**src/rtl/riscv_mem_pkg.sv**
```systemverilog
// Shared types and constants for the memory port arbiter.
package riscv_mem_pkg;

  // Arbiter states: ARB issues the first access of a step, FETCH issues the
  // instruction fetch that follows a data access, DONE releases the pipeline.
  typedef enum logic [1:0] {
    ARB   = 2'd0,
    FETCH = 2'd1,
    DONE  = 2'd2
  } arb_state_t;

  localparam logic [31:0] NOP_INSTR   = 32'h0000_0013;
  localparam logic [2:0]  MEMCTL_WORD = 3'b010;

endpackage

```
**src/rtl/mem_wdog.sv**
```systemverilog
// Watchdog for a memory that never answers: saturating wait counter and a
// sticky error flag that only reset clears. Requests are never aborted.
module mem_wdog #(
  parameter int unsigned WAIT_LIMIT = 255
) (
  input  logic clk,
  input  logic reset,
  input  logic req,
  input  logic ready,
  output logic bus_err
);

  localparam logic [7:0] LIMIT = 8'(WAIT_LIMIT);

  logic [7:0] wait_cnt;

  // Count waiting cycles, clear on completion, and latch the error one cycle
  // after the counter reaches the limit.
  always_ff @(posedge clk) begin
    if (reset) begin
      wait_cnt <= 8'd0;
      bus_err  <= 1'b0;
    end else begin
      if (req && ready) begin
        wait_cnt <= 8'd0;
      end else if (req && (wait_cnt != LIMIT)) begin
        wait_cnt <= wait_cnt + 8'd1;
      end
      if (wait_cnt == LIMIT) begin
        bus_err <= 1'b1;
      end
    end
  end

endmodule

```
**src/rtl/mem_port_arbiter.sv**
```systemverilog
// Shares one single-port, variable-latency memory between instruction fetch
// and load/store. Each pipeline step runs the data access first (it belongs
// to the older instruction), then the fetch, and holds the pipeline with
// MemStall until both have completed.
//
// Memory handshake: a request is presented while mem_req=1 with all request
// fields held stable; it completes on the rising edge where mem_ready=1.
// mem_ready while mem_req=0 has no effect.
module mem_port_arbiter
  import riscv_mem_pkg::*;
#(
  parameter int unsigned WAIT_LIMIT = 255
) (
  input  logic        clk,
  input  logic        reset,
  input  logic [31:0] PCF,
  output logic [31:0] InstrF,
  input  logic        MemReqM,
  input  logic        MemWriteM,
  input  logic [31:0] ALUResultM,
  input  logic [31:0] WriteDataM,
  input  logic [2:0]  MemControlM,
  output logic [31:0] ReadDataM,
  output logic        MemStall,
  output logic        bus_err,
  output logic        mem_req,
  output logic        mem_we,
  output logic [31:0] mem_addr,
  output logic [31:0] mem_wdata,
  output logic [2:0]  mem_ctrl,
  input  logic        mem_ready,
  input  logic [31:0] mem_rdata
);

  arb_state_t state, state_next;
  logic       data_phase;   // current request is the load/store
  logic       fetch_phase;  // current request is the instruction fetch

  // State register.
  always_ff @(posedge clk) begin
    if (reset) state <= ARB;
    else       state <= state_next;
  end

  // Next state and request fields; all memory outputs are forced low in reset.
  always_comb begin
    state_next  = state;
    mem_req     = 1'b0;
    mem_we      = 1'b0;
    mem_addr    = 32'd0;
    mem_wdata   = 32'd0;
    mem_ctrl    = 3'd0;
    data_phase  = 1'b0;
    fetch_phase = 1'b0;
    case (state)
      ARB: begin
        mem_req = 1'b1;
        if (MemReqM) begin
          data_phase = 1'b1;
          mem_we     = MemWriteM;
          mem_addr   = ALUResultM;
          mem_wdata  = WriteDataM;
          mem_ctrl   = MemControlM;
          if (mem_ready) state_next = FETCH;
        end else begin
          fetch_phase = 1'b1;
          mem_addr    = PCF;
          mem_ctrl    = MEMCTL_WORD;
          if (mem_ready) state_next = DONE;
        end
      end
      FETCH: begin
        mem_req     = 1'b1;
        fetch_phase = 1'b1;
        mem_addr    = PCF;
        mem_ctrl    = MEMCTL_WORD;
        if (mem_ready) state_next = DONE;
      end
      DONE: begin
        state_next = ARB;
      end
      default: begin
        state_next = ARB;
      end
    endcase
    if (reset) begin
      mem_req     = 1'b0;
      mem_we      = 1'b0;
      mem_addr    = 32'd0;
      mem_wdata   = 32'd0;
      mem_ctrl    = 3'd0;
      data_phase  = 1'b0;
      fetch_phase = 1'b0;
    end
  end

  assign MemStall = reset || (state != DONE);

  // Capture load data and fetched instructions on completion; stores leave
  // ReadDataM untouched.
  always_ff @(posedge clk) begin
    if (reset) begin
      InstrF    <= NOP_INSTR;
      ReadDataM <= 32'd0;
    end else if (mem_req && mem_ready) begin
      if (data_phase && !MemWriteM) ReadDataM <= mem_rdata;
      if (fetch_phase)              InstrF    <= mem_rdata;
    end
  end

  mem_wdog #(
    .WAIT_LIMIT(WAIT_LIMIT)
  ) u_wdog (
    .clk     (clk),
    .reset   (reset),
    .req     (mem_req),
    .ready   (mem_ready),
    .bus_err (bus_err)
  );

endmodule

```
**config.mk**
```make
export PLATFORM = sky130hd
export DESIGN_NAME = mem_port_arbiter
export DESIGN_NICKNAME = d
export VERILOG_FILES = /design/src/rtl/riscv_mem_pkg.sv /design/src/rtl/mem_wdog.sv /design/src/rtl/mem_port_arbiter.sv
export SDC_FILE = /design/constraint.sdc
export NUM_CORES = 1
export LEC_CHECK = 0
export BUFFER_PORTS_ARGS = -buffer_cell sky130_fd_sc_hd__clkbuf_2
export CAP_MARGIN = 20
export CORE_UTILIZATION = 30
export CTS_BUF_LIST = sky130_fd_sc_hd__clkbuf_4
export DETAILED_ROUTE_END_ITERATION = 8
export RECOVER_POWER = 25
export SLEW_MARGIN = 20
export SYNTH_ARGS = -nofsm -noshare
export SYNTH_HDL_FRONTEND = slang
export SYNTH_SLANG_ARGS = --single-unit
export TNS_END_PERCENT = 50
```
**constraint.sdc**
```tcl
create_clock -name clk -period 1.4 [get_ports clk]
set_input_delay 0.28 -clock clk [delete_from_list [all_inputs] [get_ports clk]]
set_output_delay 0.28 -clock clk [all_outputs]
set_load 0.005 [all_outputs]
```
==> results of run 1 <==
[worst min-delay path: cells and delay by family]
| kind | cells | cell delay [ns] |
|---|---|---|
| simple gates | 1 | 0.06 |
| buf+inv | 1 | 0.09 |
| compound gates | 1 | 0.05 |
[where the power goes]
group          leakage (nW)  switching (mW)  internal [mW]
logic                  2.24           0.694          0.693
clock network        0.0978           0.771          0.914
registers             0.609          0.0334           2.19
[metal layers]
metal | up-vias | part of all wire
met5 | - | 0
met4 | 0 | 0.022
met3 | 28 | 0.057
met2 | 204 | 0.51
met1 | 2271 | 0.41
li1 | 2372 | -
[worst max-delay path by stage]
stage / start / endpoint / slack (ns) / cells past startpoint
2_1_floorplan: u_wdog.wait_cnt[1] / u_wdog.wait_cnt[5] / -0.03 / 5
3_3_place_gp: reset / mem_wdata[29] / -0.17 / 5
3_5_place_dp: reset / mem_wdata[21] / -0.24 / 5
4_1_cts: state[1] / mem_ctrl[0] / -0.61 / 6
5_1_grt: state[1] / mem_wdata[16] / -0.70 / 6
6_report: state[1] / mem_wdata[16] / -0.61 / 6
[area by class of cell]
| class | count | area, um2 | share of cell area |
|---|---|---|---|
| timing repair buffer | 335 | 2230 | 0.3456 |
| clock buffer | 10 | 75.07 | 0.01164 |
| tap | 168 | 210.2 | 0.03258 |
| multi-input combinational | 378 | 2302 | 0.3569 |
| sequential | 75 | 1504 | 0.2331 |
| clock inverter | 6 | 103.9 | 0.01610 |
| inverter | 5 | 26.28 | 0.004073 |
[timing repair]
item                       CTS  global route
buffers inserted             6             4
pin swaps                   26            21
gates cloned                 4             1
resized for setup           51            73
setup endpoints to repair  138           143
[cell usage in the layout, fill, tap and decap left out, types with 2 or more instances in the layout]
| master | count |
|---|---|
| sky130_fd_sc_hd__nor3_1 | 2 |
| sky130_fd_sc_hd__bufinv_16 | 3 |
| sky130_fd_sc_hd__nand3_1 | 68 |
| sky130_fd_sc_hd__nand2b_1 | 2 |
| sky130_fd_sc_hd__nand2_1 | 67 |
| sky130_fd_sc_hd__dfxtp_1 | 73 |
| sky130_fd_sc_hd__buf_2 | 8 |
| sky130_fd_sc_hd__nor2_1 | 2 |
| sky130_fd_sc_hd__clkbuf_1 | 9 |
| sky130_fd_sc_hd__and2_4 | 23 |
| sky130_fd_sc_hd__a21oi_2 | 30 |
| sky130_fd_sc_hd__buf_6 | 35 |
| sky130_fd_sc_hd__a211o_1 | 2 |
| sky130_fd_sc_hd__clkbuf_2 | 234 |
| sky130_fd_sc_hd__a21oi_1 | 63 |
| sky130_fd_sc_hd__bufbuf_16 | 2 |
| sky130_fd_sc_hd__and3_1 | 3 |
| sky130_fd_sc_hd__buf_12 | 9 |
| sky130_fd_sc_hd__inv_1 | 4 |
| sky130_fd_sc_hd__o211ai_1 | 4 |
| sky130_fd_sc_hd__mux2i_1 | 4 |
| sky130_fd_sc_hd__o21ai_1 | 55 |
| sky130_fd_sc_hd__a21oi_4 | 5 |
| sky130_fd_sc_hd__dfxtp_2 | 2 |
| sky130_fd_sc_hd__buf_8 | 3 |
| sky130_fd_sc_hd__and2_1 | 12 |
| sky130_fd_sc_hd__nor2_2 | 2 |
| sky130_fd_sc_hd__o21ai_0 | 5 |
| sky130_fd_sc_hd__clkinv_2 | 2 |
| sky130_fd_sc_hd__buf_4 | 33 |
| sky130_fd_sc_hd__clkbuf_4 | 10 |
| sky130_fd_sc_hd__a41oi_1 | 2 |
| sky130_fd_sc_hd__o21ai_2 | 5 |
| sky130_fd_sc_hd__a211oi_1 | 3 |
[kinds of logic after synthesis]
family,count (synthesis)
AND/OR/NAND/NOR,196
AO/OA/AOI/OAI,177
flip-flops,75
buffers and inverters,58
multiplexers,4
adder cells (fa/ha/maj),1
[per-stage QoR]
stage / cells / util / TNS, ns / area [um2] / hold slack (ns)
2_1_floorplan: 511 / - / -0.1794 / 3971 / 0.4274
3_3_place_gp: 946 / 0.4684 / -14.66 / 5697 / 0.4614
3_5_place_dp: 946 / 0.4684 / -18.55 / 5697 / 0.4666
4_1_cts: 972 / 0.5077 / -49.27 / 6175 / 0.04948
5_1_grt: 977 / 0.5305 / -57.60 / 6451 / 0.04333
6_report: 977 / 0.5305 / -48.10 / 6451 / 0.08368
[registers in the layout, indices dropped and copies added (netlist names)]
signal / cells
ReadDataM: 32
u_wdog.bus_err: 1
u_wdog.wait_cnt: 8
InstrF: 32
state: 2
==> impl_metrics.json, run 1 <==
{
  "remaining_drc_errors": 0,
  "synth_async_sr_flop_share": 0,
  "clock_sink_count": 75,
  "postSynthRegisterBits": 75,
  "post_synth_main_area_contributors": "sky130_fd_sc_hd__dfxtp_1 (40%), sky130_fd_sc_hd__a21oi_1 (13%), sky130_fd_sc_hd__nand3_1 (9.1%)",
  "critical_path.max_fanout": 7,
  "violations": "setup timing",
  "hold_start": "mem_rdata[15]",
  "share_of_the_synthesized_netlist_area_taken_by_xor_and_xnor_gates": 0,
  "r2r_slack_ns": -0.24,
  "synth.distinct_cells": 34,
  "power_density_nw_per_um2": 821.4,
  "synthesis.area_um2": 3786,
  "fp-row-count": 40,
  "wl_per_cell_um": 16.08,
  "total_power_draw_mw": 5.299,
  "critical-path-max-stage-delay_ns": 0.35,
  "antenna_cells_inserted": 0,
  "finalWorstSetupSlack_ns": -0.6090,
  "final-hold-violation-count": 0,
  "worst_hold_path.num_cells": 3,
  "finalMaxSlewViolations": 0,
  "worst_r2r_startpoint": "state[1]",
  "postCtsHoldBufs": 0,
  "place.port_buffers": 270,
  "synth.most_common_cell": "sky130_fd_sc_hd__a21oi_1",
  "drtPass1Iterations": 4,
  "global_route.overflow_total": 0,
  "first_global_vias": 4616,
  "fraction_of_final_layout_cells_sized_beyond_drive_strength_1": 0.5241,
  "critical_path_required_ns": 1.12,
  "clk_latency_ns": 0.42,
  "worstPathCellList": "buf_6 > nor4b_4 > buf_6 > clkbuf_16 > and2_1 > clkbuf_2",
  "synth_top_family_by_area": "simple AND/OR/NAND/NOR gates",
  "max_clock_freq_mhz": 497.8,
  "rr_worst_depth": 9,
  "antenna_violations_before_repair": 0,
  "globalRouteTotalUtil": 0.2282,
  "gr-usage-met3": 0.04288,
  "worst_pin_slew_ns": 0.4893,
  "cts_made_buffers": 9,
  "design.core.area_um2": 12160,
  "htree_num_levels": 3,
  "synth-seq-area-share": 0.3966,
  "place_congestion": 0.7328,
  "maxCapViolCount": 0,
  "clock_tree.root_cell": "sky130_fd_sc_hd__clkbuf_4",
  "share_of_the_cycle_needed_by_the_critical_path_after_routing": 1.435,
  "synth.mux.area_fraction": 0.01058,
  "fill_cells": 1196,
  "yosys.area.top_type_share": 0.3966,
  "dieArea_um2": 13070,
  "worst_hold_path.endpoint": "InstrF[15]",
  "count_of_endpoints_failing_setup_in_the_final_report": 138,
  "cts_clk_pin_slew_worst_paths_ns": 0.13,
  "wl_um": 15710,
  "worstSetupEndpointType": "primary output",
  "timing.critical_path.arrival_ns": 1.73,
  "rsz0062_at_grt": "true",
  "area_growth_pct": 70.39,
  "dp.final_hpwl_um": 11130,
  "fin_skew_ns": 0.008156,
  "synth_simple_gate_area_frac": 0.2631,
  "post_placement_setup_slack_ns": -0.2435,
  "number_of_enable_flip_flop_cells_after_synthesis": 0,
  "critPathTopFamily": "buffers and inverters",
  "met2_usage": 0.4121,
  "synth-compound-area-share": 0.2469,
  "drt.antenna.violating_nets": 0,
  "leakage_nw": 2.945,
  "height_of_the_die_um": 114.3,
  "top_usage_layer": "met2",
  "start_util": 0.3113,
  "yosys_warnings": 0,
  "floorplan.die.width_um": 114.3,
  "post_synthesis_instance_total": 511,
  "result_of_the_run": "complete, but fails checks",
  "critPathKind": "reg2out",
  "boundaryPins": 271,
  "critPathBufInv": 4,
  "grt_max_degree": 35,
  "maximum_buffer_depth_of_the_clock_tree": 2,
  "ys_dominant_reg_cell": "sky130_fd_sc_hd__dfxtp_1",
  "route.vias.total": 4875,
  "worst_hold_path_type": "in2reg",
  "rr_endpoint": "ReadDataM[27]",
  "global_route.usage.met1": 0.2687,
  "viasPerCell": 4.990,
  "period_minus_slack_ns": 2.009,
  "synth-adder-area-share": 0.003305,
  "drt-initial-drc-count": 247,
  "global_route_wire_length_before_repair_um": 23210,
  "max_slew_margin": 0.6738,
  "synth.avg_cell_area_um2": 7.409,
  "crit_slowest_cell": "sky130_fd_sc_hd__dfxtp_2",
  "ir_drop_mv": 0.3750,
  "tritoncts": "yes",
  "post-synth-top-area-cell": "sky130_fd_sc_hd__dfxtp_1",
  "ys_top_cells_by_count": "sky130_fd_sc_hd__a21oi_1 (98), sky130_fd_sc_hd__dfxtp_1 (75), sky130_fd_sc_hd__nand3_1 (69)",
  "critical_path.startpoint_type": "register",
  "finalNetCount": 941,
  "synth_fp_nets": 648,
  "most_common_cell_type_on_the_critical_path": "sky130_fd_sc_hd__buf_6"
}
(Power assumes the default switching activity.)
==> run 2: changes to the inputs <==
--- a/config.mk
+++ b/config.mk
@@ -5,11 +5,12 @@
 export SDC_FILE = /design/constraint.sdc
 export NUM_CORES = 1
 export LEC_CHECK = 0
-export BUFFER_PORTS_ARGS = -buffer_cell sky130_fd_sc_hd__clkbuf_2
 export CAP_MARGIN = 20
 export CORE_UTILIZATION = 30
 export CTS_BUF_LIST = sky130_fd_sc_hd__clkbuf_4
 export DETAILED_ROUTE_END_ITERATION = 8
+export DONT_BUFFER_PORTS = 1
+export MAX_ROUTING_LAYER = met4
 export RECOVER_POWER = 25
 export SLEW_MARGIN = 20
 export SYNTH_ARGS = -nofsm -noshare
==> impl_metrics.json, run 2 (synthesis gave the netlist of run 1 again) <==
{
  "ir_drop_mv": 0.4371,
  "final-hold-violation-count": 62,
  "layout.cells.most_common": "sky130_fd_sc_hd__dfxtp_1",
  "max_slew_margin": 0.6809,
  "hold_start": "reset",
  "rr_worst_depth": 9,
  "wl_um": 14880,
  "met3_length_um": 1206,
  "biggestRegsByFlops": "InstrF (32), ReadDataM (32), u_wdog.wait_cnt (8)",
  "leakage_nw": 1.793,
  "share_of_the_cycle_needed_by_the_critical_path_after_routing": 1.391,
  "remaining_drc_errors": 0,
  "rsz0062_at_grt": "true",
  "rr_endpoint": "ReadDataM[14]",
  "first_global_vias": 3389,
  "worst_hold_path.endpoint": "InstrF[29]",
  "max_clock_freq_mhz": 513.4,
  "timing.critical_path.arrival_ns": 1.67,
  "violations": "hold timing, setup timing",
  "drt-initial-drc-count": 230,
  "route.vias.total": 3930,
  "globalRouteTotalUtil": 0.2055,
  "antenna_cells_inserted": 0,
  "layout_common_cells": "sky130_fd_sc_hd__dfxtp_1 (73), sky130_fd_sc_hd__nand3_1 (69), sky130_fd_sc_hd__a21oi_1 (58)",
  "r2r_slack_ns": -0.35,
  "cts_made_buffers": 9,
  "start_util": 0.3113,
  "global_route.overflow_total": 0,
  "htree_num_levels": 3,
  "worst_setup_path_startpoint": "state[0]",
  "worstSetupEndpointType": "primary output",
  "dp.final_hpwl_um": 10190,
  "postCtsHoldBufs": 1,
  "critical_path.startpoint_type": "register",
  "clock_sink_count": 75,
  "critPathKind": "reg2out",
  "wl_per_cell_um": 21.20,
  "route.layer.met1.wl_um": 5654,
  "count_of_endpoints_failing_setup_in_the_final_report": 141,
  "postLayoutCellArea_um2": 5110,
  "finalNetCount": 666,
  "dpl-instance-area_um2": 4230,
  "highest-signal-layer": "met4",
  "fraction_of_final_layout_cells_sized_beyond_drive_strength_1": 0.3202,
  "viasPerCell": 5.598,
  "worst_pin_slew_ns": 0.4787,
  "cts_clk_pin_slew_worst_paths_ns": 0.12,
  "result_of_the_run": "complete, but fails checks",
  "fp-row-count": 40,
  "multiInputGateArea_um2": 2450,
  "worst_hold_path.num_cells": 1,
  "drt.antenna.violating_nets": 0,
  "maxCapViolCount": 0,
  "place.port_buffers": 0,
  "area_growth_pct": 34.96,
  "critical_path.max_fanout": 8,
  "clk_latency_ns": 0.43,
  "worst_hold_path_type": "in2reg",
  "place_congestion": 0.8371,
  "total_power_draw_mw": 4.972,
  "register_area_um2": 1506,
  "antenna_violations_before_repair": 0,
  "drtPass1Iterations": 5,
  "critical_path_required_ns": 1.12,
  "maximum_buffer_depth_of_the_clock_tree": 2,
  "power_density_nw_per_um2": 973.1,
  "finalWorstSetupSlack_ns": -0.5478,
  "period_minus_slack_ns": 1.948,
  "post_placement_setup_slack_ns": -0.1211,
  "dieArea_um2": 13070,
  "floorplan.die.width_um": 114.3,
  "grt_max_degree": 72,
  "worst_r2r_startpoint": "state[0]",
  "finalHoldWorstSlack_ns": -0.08671,
  "finalMaxSlewViolations": 0,
  "wl_met2_um": 7568,
  "boundaryPins": 271,
  "tritoncts": "yes",
  "fill_cells": 1217,
  "fin_setup_tns_ns": -43.34,
  "fin_skew_ns": 0.01579,
  "clock_tree.root_cell": "sky130_fd_sc_hd__clkbuf_4",
  "height_of_the_die_um": 114.3,
  "global_route_wire_length_before_repair_um": 19500,
  "design.core.area_um2": 12160
}
run 2: worst max-delay path by stage:
stage	slack [ns]	to
after floorplan	-0.03	u_wdog.wait_cnt[5]
after global placement	-0.08	mem_wdata[29]
after detailed placement	-0.12	ReadDataM[14]
after CTS	-0.54	mem_wdata[13]
after global routing	-0.61	mem_wdata[5]
final	-0.55	mem_wdata[5]
run 2: metal layers:
| layer | vias to the layer above | GRT usage |
|---|---|---|
| met5 | - | - |
| met4 | 0 | 0.08398 |
| met3 | 25 | 0.06088 |
| met2 | 191 | 0.3451 |
| met1 | 1892 | 0.2279 |
| li1 | 1822 | - |
run 2: worst max-delay path, stage by stage, from the launching register on:
cell and delay [ns]:
sky130_fd_sc_hd__dfxtp_2 0.36, sky130_fd_sc_hd__buf_6 0.12, sky130_fd_sc_hd__nor4b_4 0.29, sky130_fd_sc_hd__buf_6 0.19, sky130_fd_sc_hd__clkbuf_16 0.15, sky130_fd_sc_hd__and2_4 0.14
run 2: area by class of cell:
| type | count | share of cell area |
|---|---|---|
| Clock buffer | 9 | 0.01322 |
| Timing Repair Buffer | 60 | 0.1432 |
| Tap cell | 168 | 0.04114 |
| Inverter | 5 | 0.005632 |
| Multi-Input combinational cell | 378 | 0.4794 |
| Sequential cell | 75 | 0.2948 |
| Clock inverter | 7 | 0.02253 |
run 2: report_power, final:
part           internal, mW  switching [mW]
sequential             2.19          0.0539
combinational         0.441           0.561
clock                 0.902           0.821
run 2: what timing repair did:
item	CTS	global route
gates resized for setup	34	93
hold endpoints to repair	63	63
buffers inserted	3	10
setup endpoints to repair	116	132
cloned	1	8
pin swaps	4	50
run 2: metrics by stage:
step / util / instances
after floorplan: - / 511
after global placement: 0.3478 / 664
after detailed placement: 0.3478 / 664
after CTS: 0.3773 / 685
after global routing: 0.4202 / 702
final: 0.4202 / 702
